[src/rtl/cache_pkg.sv]
// Shared state type and width helpers for the N-way tag/LRU lookup.
package cache_pkg;

  typedef enum logic {IDLE, WAIT} state_e;

  function automatic int way_w(input int ways);
    return (ways > 1) ? $clog2(ways) : 1;
  endfunction

  function automatic int tag_w(input int addr_w, input int off_w);
    return addr_w - off_w;
  endfunction

endpackage

[src/rtl/lru_matrix.sv]
// Age matrix for true LRU: m[i][j]=1 means way i is older than way j.
module lru_matrix
  import cache_pkg::*;
#(
  parameter int WAYS = 4,
  localparam int WAY_W = way_w(WAYS)
) (
  input  logic             clk_i,
  input  logic             rsn_i,
  input  logic             clr,
  input  logic             touch,
  input  logic [WAY_W-1:0] touch_way,
  input  logic             demote,
  input  logic [WAY_W-1:0] demote_way,
  output logic [WAY_W-1:0] lru_way
);

  logic [WAYS-1:0] m_q [WAYS];
  logic [WAYS-1:0] m_d [WAYS];

  always_comb begin
    for (int i = 0; i < WAYS; i++) m_d[i] = m_q[i];
    if (touch) begin
      m_d[touch_way] = '0;
      for (int i = 0; i < WAYS; i++)
        m_d[i][touch_way] = 1'b1;
    end else if (demote) begin
      for (int i = 0; i < WAYS; i++)
        m_d[i][demote_way] = 1'b0;
      m_d[demote_way] = '1;
    end
  end

  // Exactly one row is all ones; the scan keeps the lowest for safety.
  always_comb begin
    lru_way = '0;
    for (int i = WAYS - 1; i >= 0; i--)
      if (&m_q[i]) lru_way = WAY_W'(i);
  end

  always_ff @(posedge clk_i) begin
    if (!rsn_i || clr) begin
      for (int i = 0; i < WAYS; i++)
        for (int j = 0; j < WAYS; j++)
          m_q[i][j] <= (i <= j);
    end else begin
      for (int i = 0; i < WAYS; i++)
        m_q[i] <= m_d[i];
    end
  end

endmodule

[src/rtl/cache_lookup_nway.sv]
// Fully associative tag/valid lookup with LRU victim choice and refill FSM.
module cache_lookup_nway
  import cache_pkg::*;
#(
  parameter int ADDR_W = 20,
  parameter int OFFSET_W = 4,
  parameter int WAYS = 4,
  parameter int WRITE_POLICY = 0,
  localparam int WAY_W = way_w(WAYS)
) (
  input  logic              clk_i,
  input  logic              rsn_i,
  input  logic [ADDR_W-1:0] addr_i,
  input  logic              read_rqst_i,
  input  logic              write_rqst_i,
  input  logic              rqst_byte_i,
  input  logic              flush_i,
  input  logic              mem_data_ready_i,
  input  logic [ADDR_W-1:0] mem_addr_i,
  output logic              hit_o,
  output logic              miss_o,
  output logic [WAY_W-1:0]  hit_way_o,
  output logic [WAY_W-1:0]  lru_way_o,
  output logic              rqst_to_mem_o,
  output logic [ADDR_W-1:0] addr_to_mem_o,
  output logic              fill_o,
  output logic              busy_o,
  output logic              unalign_o
);

  localparam int TAG_W = tag_w(ADDR_W, OFFSET_W);
  localparam bit WB = (WRITE_POLICY != 0);

  state_e           state_q;
  logic [TAG_W-1:0] tag_q [WAYS];
  logic [WAYS-1:0]  valid_q;
  logic [WAYS-1:0]  match;
  logic [TAG_W-1:0] rq_tag;
  logic [TAG_W-1:0] mem_tag;
  logic [TAG_W-1:0] miss_tag;
  logic [WAY_W-1:0] hit_idx;
  logic [WAY_W-1:0] victim;
  logic [WAY_W-1:0] lru_way;
  logic [WAY_W-1:0] touch_way;
  logic             hit;
  logic             idle;
  logic             do_flush;
  logic             do_read;
  logic             do_write;
  logic             fill_ok;
  logic             touch;
  logic             demote;
  logic             unused_ok;

  assign rq_tag   = addr_i[ADDR_W-1:OFFSET_W];
  assign mem_tag  = mem_addr_i[ADDR_W-1:OFFSET_W];
  assign miss_tag = addr_to_mem_o[ADDR_W-1:OFFSET_W];
  assign unused_ok =
    ^{addr_i[OFFSET_W-1:2], mem_addr_i[OFFSET_W-1:0]};

  assign unalign_o = (read_rqst_i || write_rqst_i)
    && !rqst_byte_i && (addr_i[1:0] != 2'b00);

  assign idle     = (state_q == IDLE);
  assign busy_o   = !idle;
  assign miss_o   = !idle;
  assign do_flush = idle && flush_i;
  assign do_read  = idle && !flush_i && !unalign_o
    && read_rqst_i;
  assign do_write = idle && !flush_i && !unalign_o
    && !read_rqst_i && write_rqst_i;
  assign fill_ok  = !idle && mem_data_ready_i
    && (mem_tag == miss_tag);

  always_comb begin
    for (int i = 0; i < WAYS; i++)
      match[i] = valid_q[i] && (tag_q[i] == rq_tag);
  end

  assign hit = |match;

  // Lowest index wins for both the hit way and invalid-first victim.
  always_comb begin
    hit_idx = '0;
    victim  = lru_way;
    for (int i = WAYS - 1; i >= 0; i--) begin
      if (match[i]) hit_idx = WAY_W'(i);
      if (!valid_q[i]) victim = WAY_W'(i);
    end
  end

  always_comb begin
    touch     = 1'b0;
    demote    = 1'b0;
    touch_way = hit_idx;
    unique case (1'b1)
      fill_ok: begin
        touch     = 1'b1;
        touch_way = lru_way_o;
      end
      do_read:  touch = hit;
      do_write: begin
        touch  = hit && WB;
        demote = hit && !WB;
      end
      default: ;
    endcase
  end

  lru_matrix #(.WAYS(WAYS)) u_lru (
    .clk_i      (clk_i),
    .rsn_i      (rsn_i),
    .clr        (do_flush),
    .touch      (touch),
    .touch_way  (touch_way),
    .demote     (demote),
    .demote_way (hit_idx),
    .lru_way    (lru_way)
  );

  always_ff @(posedge clk_i) begin
    if (!rsn_i) begin
      state_q       <= IDLE;
      valid_q       <= '0;
      hit_o         <= 1'b0;
      hit_way_o     <= '0;
      lru_way_o     <= '0;
      rqst_to_mem_o <= 1'b0;
      addr_to_mem_o <= '0;
      fill_o        <= 1'b0;
    end else begin
      hit_o         <= 1'b0;
      rqst_to_mem_o <= 1'b0;
      fill_o        <= 1'b0;
      case (state_q)
        IDLE: begin
          if (do_flush) begin
            valid_q <= '0;
          end else if (do_read && hit) begin
            hit_o     <= 1'b1;
            hit_way_o <= hit_idx;
          end else if (do_read) begin
            addr_to_mem_o <= addr_i;
            lru_way_o     <= victim;
            rqst_to_mem_o <= 1'b1;
            state_q       <= WAIT;
          end else if (do_write && hit) begin
            if (WB) begin
              hit_o     <= 1'b1;
              hit_way_o <= hit_idx;
            end else begin
              valid_q[hit_idx] <= 1'b0;
            end
          end
        end
        WAIT: begin
          if (fill_ok) begin
            tag_q[lru_way_o]   <= miss_tag;
            valid_q[lru_way_o] <= 1'b1;
            fill_o             <= 1'b1;
            state_q            <= IDLE;
          end
        end
        default: state_q <= IDLE;
      endcase
    end
  end

endmodule

[config.mk]
export PLATFORM = sky130hd
export DESIGN_NAME = cache_lookup_nway
export DESIGN_NICKNAME = d
export VERILOG_FILES = /design/src/rtl/cache_pkg.sv /design/src/rtl/lru_matrix.sv /design/src/rtl/cache_lookup_nway.sv
export SDC_FILE = /design/constraint.sdc
export NUM_CORES = 1
export LEC_CHECK = 0
export ABC_AREA = 0
export CORE_MARGIN = 2
export CORE_UTILIZATION = 57
export CTS_BUF_LIST = sky130_fd_sc_hd__clkbuf_2
export CTS_CLUSTER_DIAMETER = 100
export DETAILED_ROUTE_END_ITERATION = 7
export GPL_TIMING_DRIVEN = 0
export PLACE_DENSITY = 0.94
export SLEW_MARGIN = 20
export SYNTH_ARGS = -nofsm -noshare
export SYNTH_HDL_FRONTEND = slang
export SYNTH_SLANG_ARGS = --single-unit
[constraint.sdc]
create_clock -name clk_i -period 4.98 [get_ports clk_i]
set_input_delay 0.996 -clock clk_i [delete_from_list [all_inputs] [get_ports clk_i]]
set_output_delay 0.996 -clock clk_i [all_outputs]
set_load 0.005 [all_outputs]
==> metrics, run 1 <==
most frequent cells in the layout=edfxtp_1 (73), nand2_1 (66), clkdlybuf4s50_1 (56), xnor2_1 (55), dfxtp_1 (39); crit-path most repeated cell=clkbuf_1; Syn. warnings=0; Seq/Total Area, Yosys=0.5178; final core utilization=0.6790; DP Wirelength=11.68 mm; Placement Cell Area=between 6000 and 7000 sq um; Mapped Area=5742 sq um; I/O Buffers=56; Syn Area/Cell=11.24 sq um; post-layout minimum cycle time=between 4 and 5 ns; main flop type after synthesis=edfxtp_1; drt via density=6.153; P&R area growth vs syn=15.58%; #FFs+latches synth=112; crit path cell chain=clkdlybuf4s50_1, xnor2_1, nand4b_1, nor4_1, and2_2, clkbuf_1, clkbuf_1, nand2_1, inv_1, and3_1; Residual DRC=0; initial antenna violation count=0; Comb pwr share=0.109; nets=628; post-cts resize count=0; sequential share of power=0.613; Sw Share=0.2664; final count of pins violating max slew=0; final setup vio count=0; largest net degree at the start of global routing=21; hold crit path type=flop to flop; DIE HEIGHT=104.4 microns; via count=4424; Routed WL per cell=~22 microns; Net Switching=0.4393 mW; All-Layer GR Usage=0.2878; Clk pwr share=0.278; number of synthesized flops with an enable pin=73; Clock Sinks=around 110; critical path peak fanout=17; # fillers=between 700 and 800; leakage power=2.195 nW; Post-Syn Nets=between 500 and 600; MaxCap Viol Count=0; CP Capture Type=flop; GPL Wtd Cong=0.9635; crit path kind=input port to flop; Clock Pin Slew Worst Setup and Hold Paths=0.30 ns; relative slew slack=0.3056; first-pass GRT wire length=~24 mm; Worst EP arrival=4.77 ns; WP buf/inv=4; post-synth cell types=between 70 and 80; final instance area=6636 sq um; Critical-path top delay cell=and3_1; Max Fclk=222.7 MHz; status=complete, no violations; hold buffers post-CTS=0; # diodes=0; Initial Utilization=0.5874; final wirelength=around 15 mm; CTS tree=done; Power Dens Cells=248.5 nW/um^2; Tightest Pin Transition=1.042 ns; most common cell after layout, fill and taps aside=edfxtp_1; ratio of cells with drive above 1 in the final layout=0.1212; worst path required time=5.26 ns; Power Internal=1.210 mW; clk_skew=between 0.03 and 0.04 ns; CP Launch Type=input port; hold_ws=0.4970 ns; Post-DRT Antenna Nets=0; asr flop ratio synth=0; TritonRoute pass-1 iters=5; cell family contributing the most delay on the critical path=simple AND/OR/NAND/NOR gates; clk root buf=clkbuf_2; Final Hold Fails=0; die width=between 100 and 150 microns; initial drt markers=369; remaining global-route overflow=0; number of global-route vias before repair=roughly 4300; Num CTS Buffers=9; RSZ-0062 raised after global routing=no; Gate Count Post-Synth=approximately 510; clk_lat worst skew=0.64 ns; Ports=77; std cell rows=36; Core Region=9774 sq um; VDD IR max=approximately 160 uV; DIE AREA=10890 sq um; Critical Path Max Stage Delay=0.87 ns; H-tree levels=3; post-CTS setup buffers=0; Total Power=1.649 mW; Sum Neg Setup Slack=0 ns; Register-to-Register Setup Slack=0.80 ns; final worst-path cycle share=0.9016; clk buf depth=2
==> layout make-up <==
| cell class | count | area, sq um | share of cell area |
|---|---|---|---|
| clock buffers | 9 | 45.04 | 0.006787 |
| inverters | 5 | 18.77 | 0.002828 |
| flip-flops and latches | 112 | 2973 | 0.4480 |
| plain buffers | 31 | 200.2 | 0.03017 |
| repair buffers | 59 | 586.8 | 0.08842 |
| clock inverters | 7 | 86.33 | 0.01301 |
| well taps | 133 | 166.4 | 0.02508 |
| multi-input cells | 363 | 2560 | 0.3857 |
==> per-stage QoR <==
step                instances  worst slack, ns
global route              719           0.3198
floorplan                 511           0.8991
CTS                       719           0.6056
global placement          700           -1.173
detailed placement        703         -0.06627
finish                    719           0.4901
==> registers in the layout, summed over array words and instances, names as in the netlist, 2 cells and up <==
register	count
valid_q	4
u_lru.m_q	16
addr_to_mem_o	20
hit_way_o	2
lru_way_o	2
tag_q	64
==> cell families (layout without fill, tap and decap cells) <==
family / after synthesis / count (layout) / synth area share
compound gates: 86 / 86 / 0.1148
simple gates: 193 / 193 / 0.1889
buf+inv: 36 / 111 / 0.03813
fa+ha+maj: 1 / 1 / 0.001961
xor+xnor: 80 / 80 / 0.1331
mux: 3 / 3 / 0.005230
flops: 112 / 112 / 0.5178
==> power groups by stage <==
stage	Clock (mW)	Sequential [mW]	Combinational (mW)
floorplan	0	1.02	0.0982
detailed placement	0	1.03	0.178
finish	0.459	1.01	0.180
global placement	0	1.03	0.173
CTS	0.455	1.01	0.179
global route	0.490	1.01	0.191
==> tightest hold or removal path: stages, from the launching register on <==
cell and delay (ns):
dfxtp_1 0.38, nand2_1 0.05, a21boi_0 0.07
==> routing by layer <==
metal,vias to the layer above,track usage,part of all wire
met5,-,0,0
met4,0,0.08977,0.020
met3,26,0.04574,0.074
met2,221,0.4883,0.49
met1,2173,0.3792,0.41
li1,2004,-,-
==> cell usage after synthesis (all sizes together) (2+ instances only) <==
| library cell | count | area (sq um) |
|---|---|---|
| a21boi | 24 | 180.2 |
| nor4b | 2 | 17.52 |
| o211ai | 4 | 30.03 |
| dfxtp | 39 | 780.8 |
| xor2 | 18 | 157.7 |
| nand2b | 3 | 18.77 |
| or2 | 8 | 52.56 |
| and2 | 7 | 46.29 |
| o21ai | 12 | 60.06 |
| and4 | 6 | 52.55 |
| o41a | 2 | 22.52 |
| or3 | 7 | 43.79 |
| inv | 5 | 18.77 |
| nor3b | 5 | 37.54 |
| a21oi | 9 | 45.04 |
| and3 | 5 | 33.78 |
| and4b | 2 | 20.02 |
| or4 | 5 | 48.79 |
| nor4 | 8 | 86.33 |
| a31oi | 7 | 58.81 |
| nor2 | 17 | 63.81 |
| mux2i | 3 | 30.03 |
| o41ai | 2 | 25.03 |
| nand3b | 2 | 15.01 |
| clkbuf | 10 | 47.54 |
| a2bb2oi | 2 | 35.04 |
| edfxtp | 73 | 2192 |
| nor3 | 8 | 40.04 |
| nand2 | 66 | 247.7 |
| o21bai | 3 | 22.52 |
| buf | 21 | 152.6 |
| a211oi | 5 | 42.54 |
| nand3 | 14 | 70.07 |
| xnor2 | 62 | 606.8 |
| nand4b | 4 | 35.03 |
| nand4 | 22 | 137.6 |
| o221ai | 2 | 17.52 |
| o21a | 3 | 22.52 |
==> final timing paths <==
kind / start / endpoint / cells after the start
setup reg to reg: addr_to_mem_o[5] / tag_q[3][12] / 9
setup / recovery: mem_addr_i[5] / tag_q[3][12] / 10
hold / removal: addr_to_mem_o[3] / addr_to_mem_o[3] / 2
hold reg to reg: addr_to_mem_o[3] / addr_to_mem_o[3] / 2
Note: power is estimated with default switching activity, not from simulation.
==> run 2, diff against run 1 <==
- CORE_MARGIN: 2 -> 4
==> metrics, run 2 (same netlist as run 1, synthesis figures left out) <==
hold buffers post-CTS=0; Critical Path Source=mem_addr_i[10]; Clock Sinks=112; remaining global-route overflow=0; GPL Wtd Cong=1.000; DP Wirelength=11.71 mm; TritonRoute pass-1 iters=7; VDD IR max=185.5 uV; initial antenna violation count=0; DIE AREA=11740 sq um; clk_lat worst skew=0.64 ns; most common cell after layout, fill and taps aside=edfxtp_1; leakage power=2.207 nW; Power Dens Cells=249.8 nW/um^2; DIE HEIGHT=108.4 microns; hold depth=2; CP Launch Type=input port; drt via density=6.203; status=complete, no violations; post-cts resize count=0; final wirelength=15.44 mm; Core Region=9774 sq um; Hold Path Origin=addr_to_mem_o[2]; Residual DRC=0; Worst EP arrival=4.89 ns; clk root buf=clkbuf_2; nets=~630; placed cells=between 700 and 800; Non-Filler Instances=720; clk_skew=between 0.03 and 0.04 ns; H-tree levels=3; reg-to-reg startpoint=addr_to_mem_o[10]; Max Fclk=around 220 MHz; cell family contributing the most delay on the critical path=simple AND/OR/NAND/NOR gates; WP buf/inv=4; CTS tree=done; Clock Pin Slew Worst Setup and Hold Paths=around 0.27 ns; Tightest Pin Transition=1.012 ns; clk buf depth=2; Critical-path top delay cell=and3_1; final worst-path cycle share=0.9221; hold crit path type=flop to flop; RSZ-0062 raised after global routing=no; crit path cell chain=clkdlybuf4s50_1, xnor2_1, nand4_1, nor4_1, and2_2, clkbuf_1, clkbuf_1, nand2_1, inv_1, and3_1; Critical Path Max Stage Delay=0.85 ns; initial drt markers=approximately 360; first-pass GRT wire length=23.89 mm; Reg2Reg Depth=9; final count of pins violating max slew=0; die width=about 110 microns; critical path peak fanout=17; Final Hold Fails=0; I/O Buffers=56; post-layout minimum cycle time=4.592 ns; max reg flops=64; crit-path most repeated cell=clkbuf_1; Routed WL per cell=approximately 21 microns; Num CTS Buffers=9; ratio of cells with drive above 1 in the final layout=0.1227; number of global-route vias before repair=4402; crit path kind=input port to flop; final setup vio count=0; relative slew slack=0.3254; final core utilization=0.6810; Initial Utilization=0.5874; via count=4466; WP depth=10; Ports=77; biggest regs=tag_q (64), addr_to_mem_o (20), u_lru.m_q (16); P&R area growth vs syn=15.93%; std cell rows=36; worst path required time=about 5.3 ns; All-Layer GR Usage=0.2748; post-CTS setup buffers=0; MaxCap Viol Count=0; most frequent cells in the layout=edfxtp_1 (73), nand2_1 (66), clkdlybuf4s50_1 (56), xnor2_1 (55), dfxtp_1 (39); register with the most flip-flops=tag_q; CP Capture Type=flop; Post-DRT Antenna Nets=0; # diodes=0; largest net degree at the start of global routing=19
[run 2: per-layer routing]
layer,wire [microns],vias to the layer above,part of all wire,GRT usage
met4,699,0,0.045,0.1443
met1,5996,2129,0.39,0.3516
li1,-,2016,-,-
met3,1407,56,0.091,0.05910
met2,7339,265,0.48,0.4396
met5,0,-,0,0
[run 2: stage by stage]
step	setup TNS (ns)	hold slack (ns)	total power, mW	instance area (sq um)	setup WS (ns)
3_3_place_gp	-32.30	0.4336	1.199	6469	-1.091
6_report	0	0.4973	1.663	6656	0.3879
2_1_floorplan	0	0.4151	1.123	5742	0.8991
5_1_grt	0	0.5167	1.708	6656	0.2285
4_1_cts	0	0.4965	1.656	6656	0.6060
3_5_place_dp	0	0.4491	1.206	6516	0.007919
[run 2: final timing paths]
kind / to / slack [ns]
setup / recovery: tag_q[3][13] / 0.39
hold / removal: addr_to_mem_o[2] / 0.50
setup reg to reg: tag_q[3][13] / 0.66
hold reg to reg: addr_to_mem_o[2] / 0.50
[run 2: cell type report]
| cell class | instances | area, sq um |
|---|---|---|
| flip-flops and latches | 112 | 2973 |
| fillers | 738 | 3118 |
| multi-input cells | 363 | 2560 |
| clock buffers | 9 | 45.04 |
| well taps | 133 | 166.4 |
| inverters | 5 | 18.77 |
| plain buffers | 31 | 200.2 |
| clock inverters | 7 | 95.09 |
| repair buffers | 60 | 598.1 |
[run 2: worst register-to-register path: stages, from the launching register on]
cell	delay, ns
dfxtp_1	0.45
xnor2_1	0.45
nand4_1	0.17
nor4_1	0.75
and2_2	0.26
clkbuf_1	0.24
clkbuf_1	0.44
nand2_1	0.21
inv_1	0.15
and3_1	0.85
[run 2: power by group]
part           switching [mW]  internal (mW)  total (mW)
Clock                   0.305          0.167       0.472
Sequential             0.0139          0.996        1.01
Combinational          0.0967         0.0843       0.181
Total                   0.415           1.25        1.66
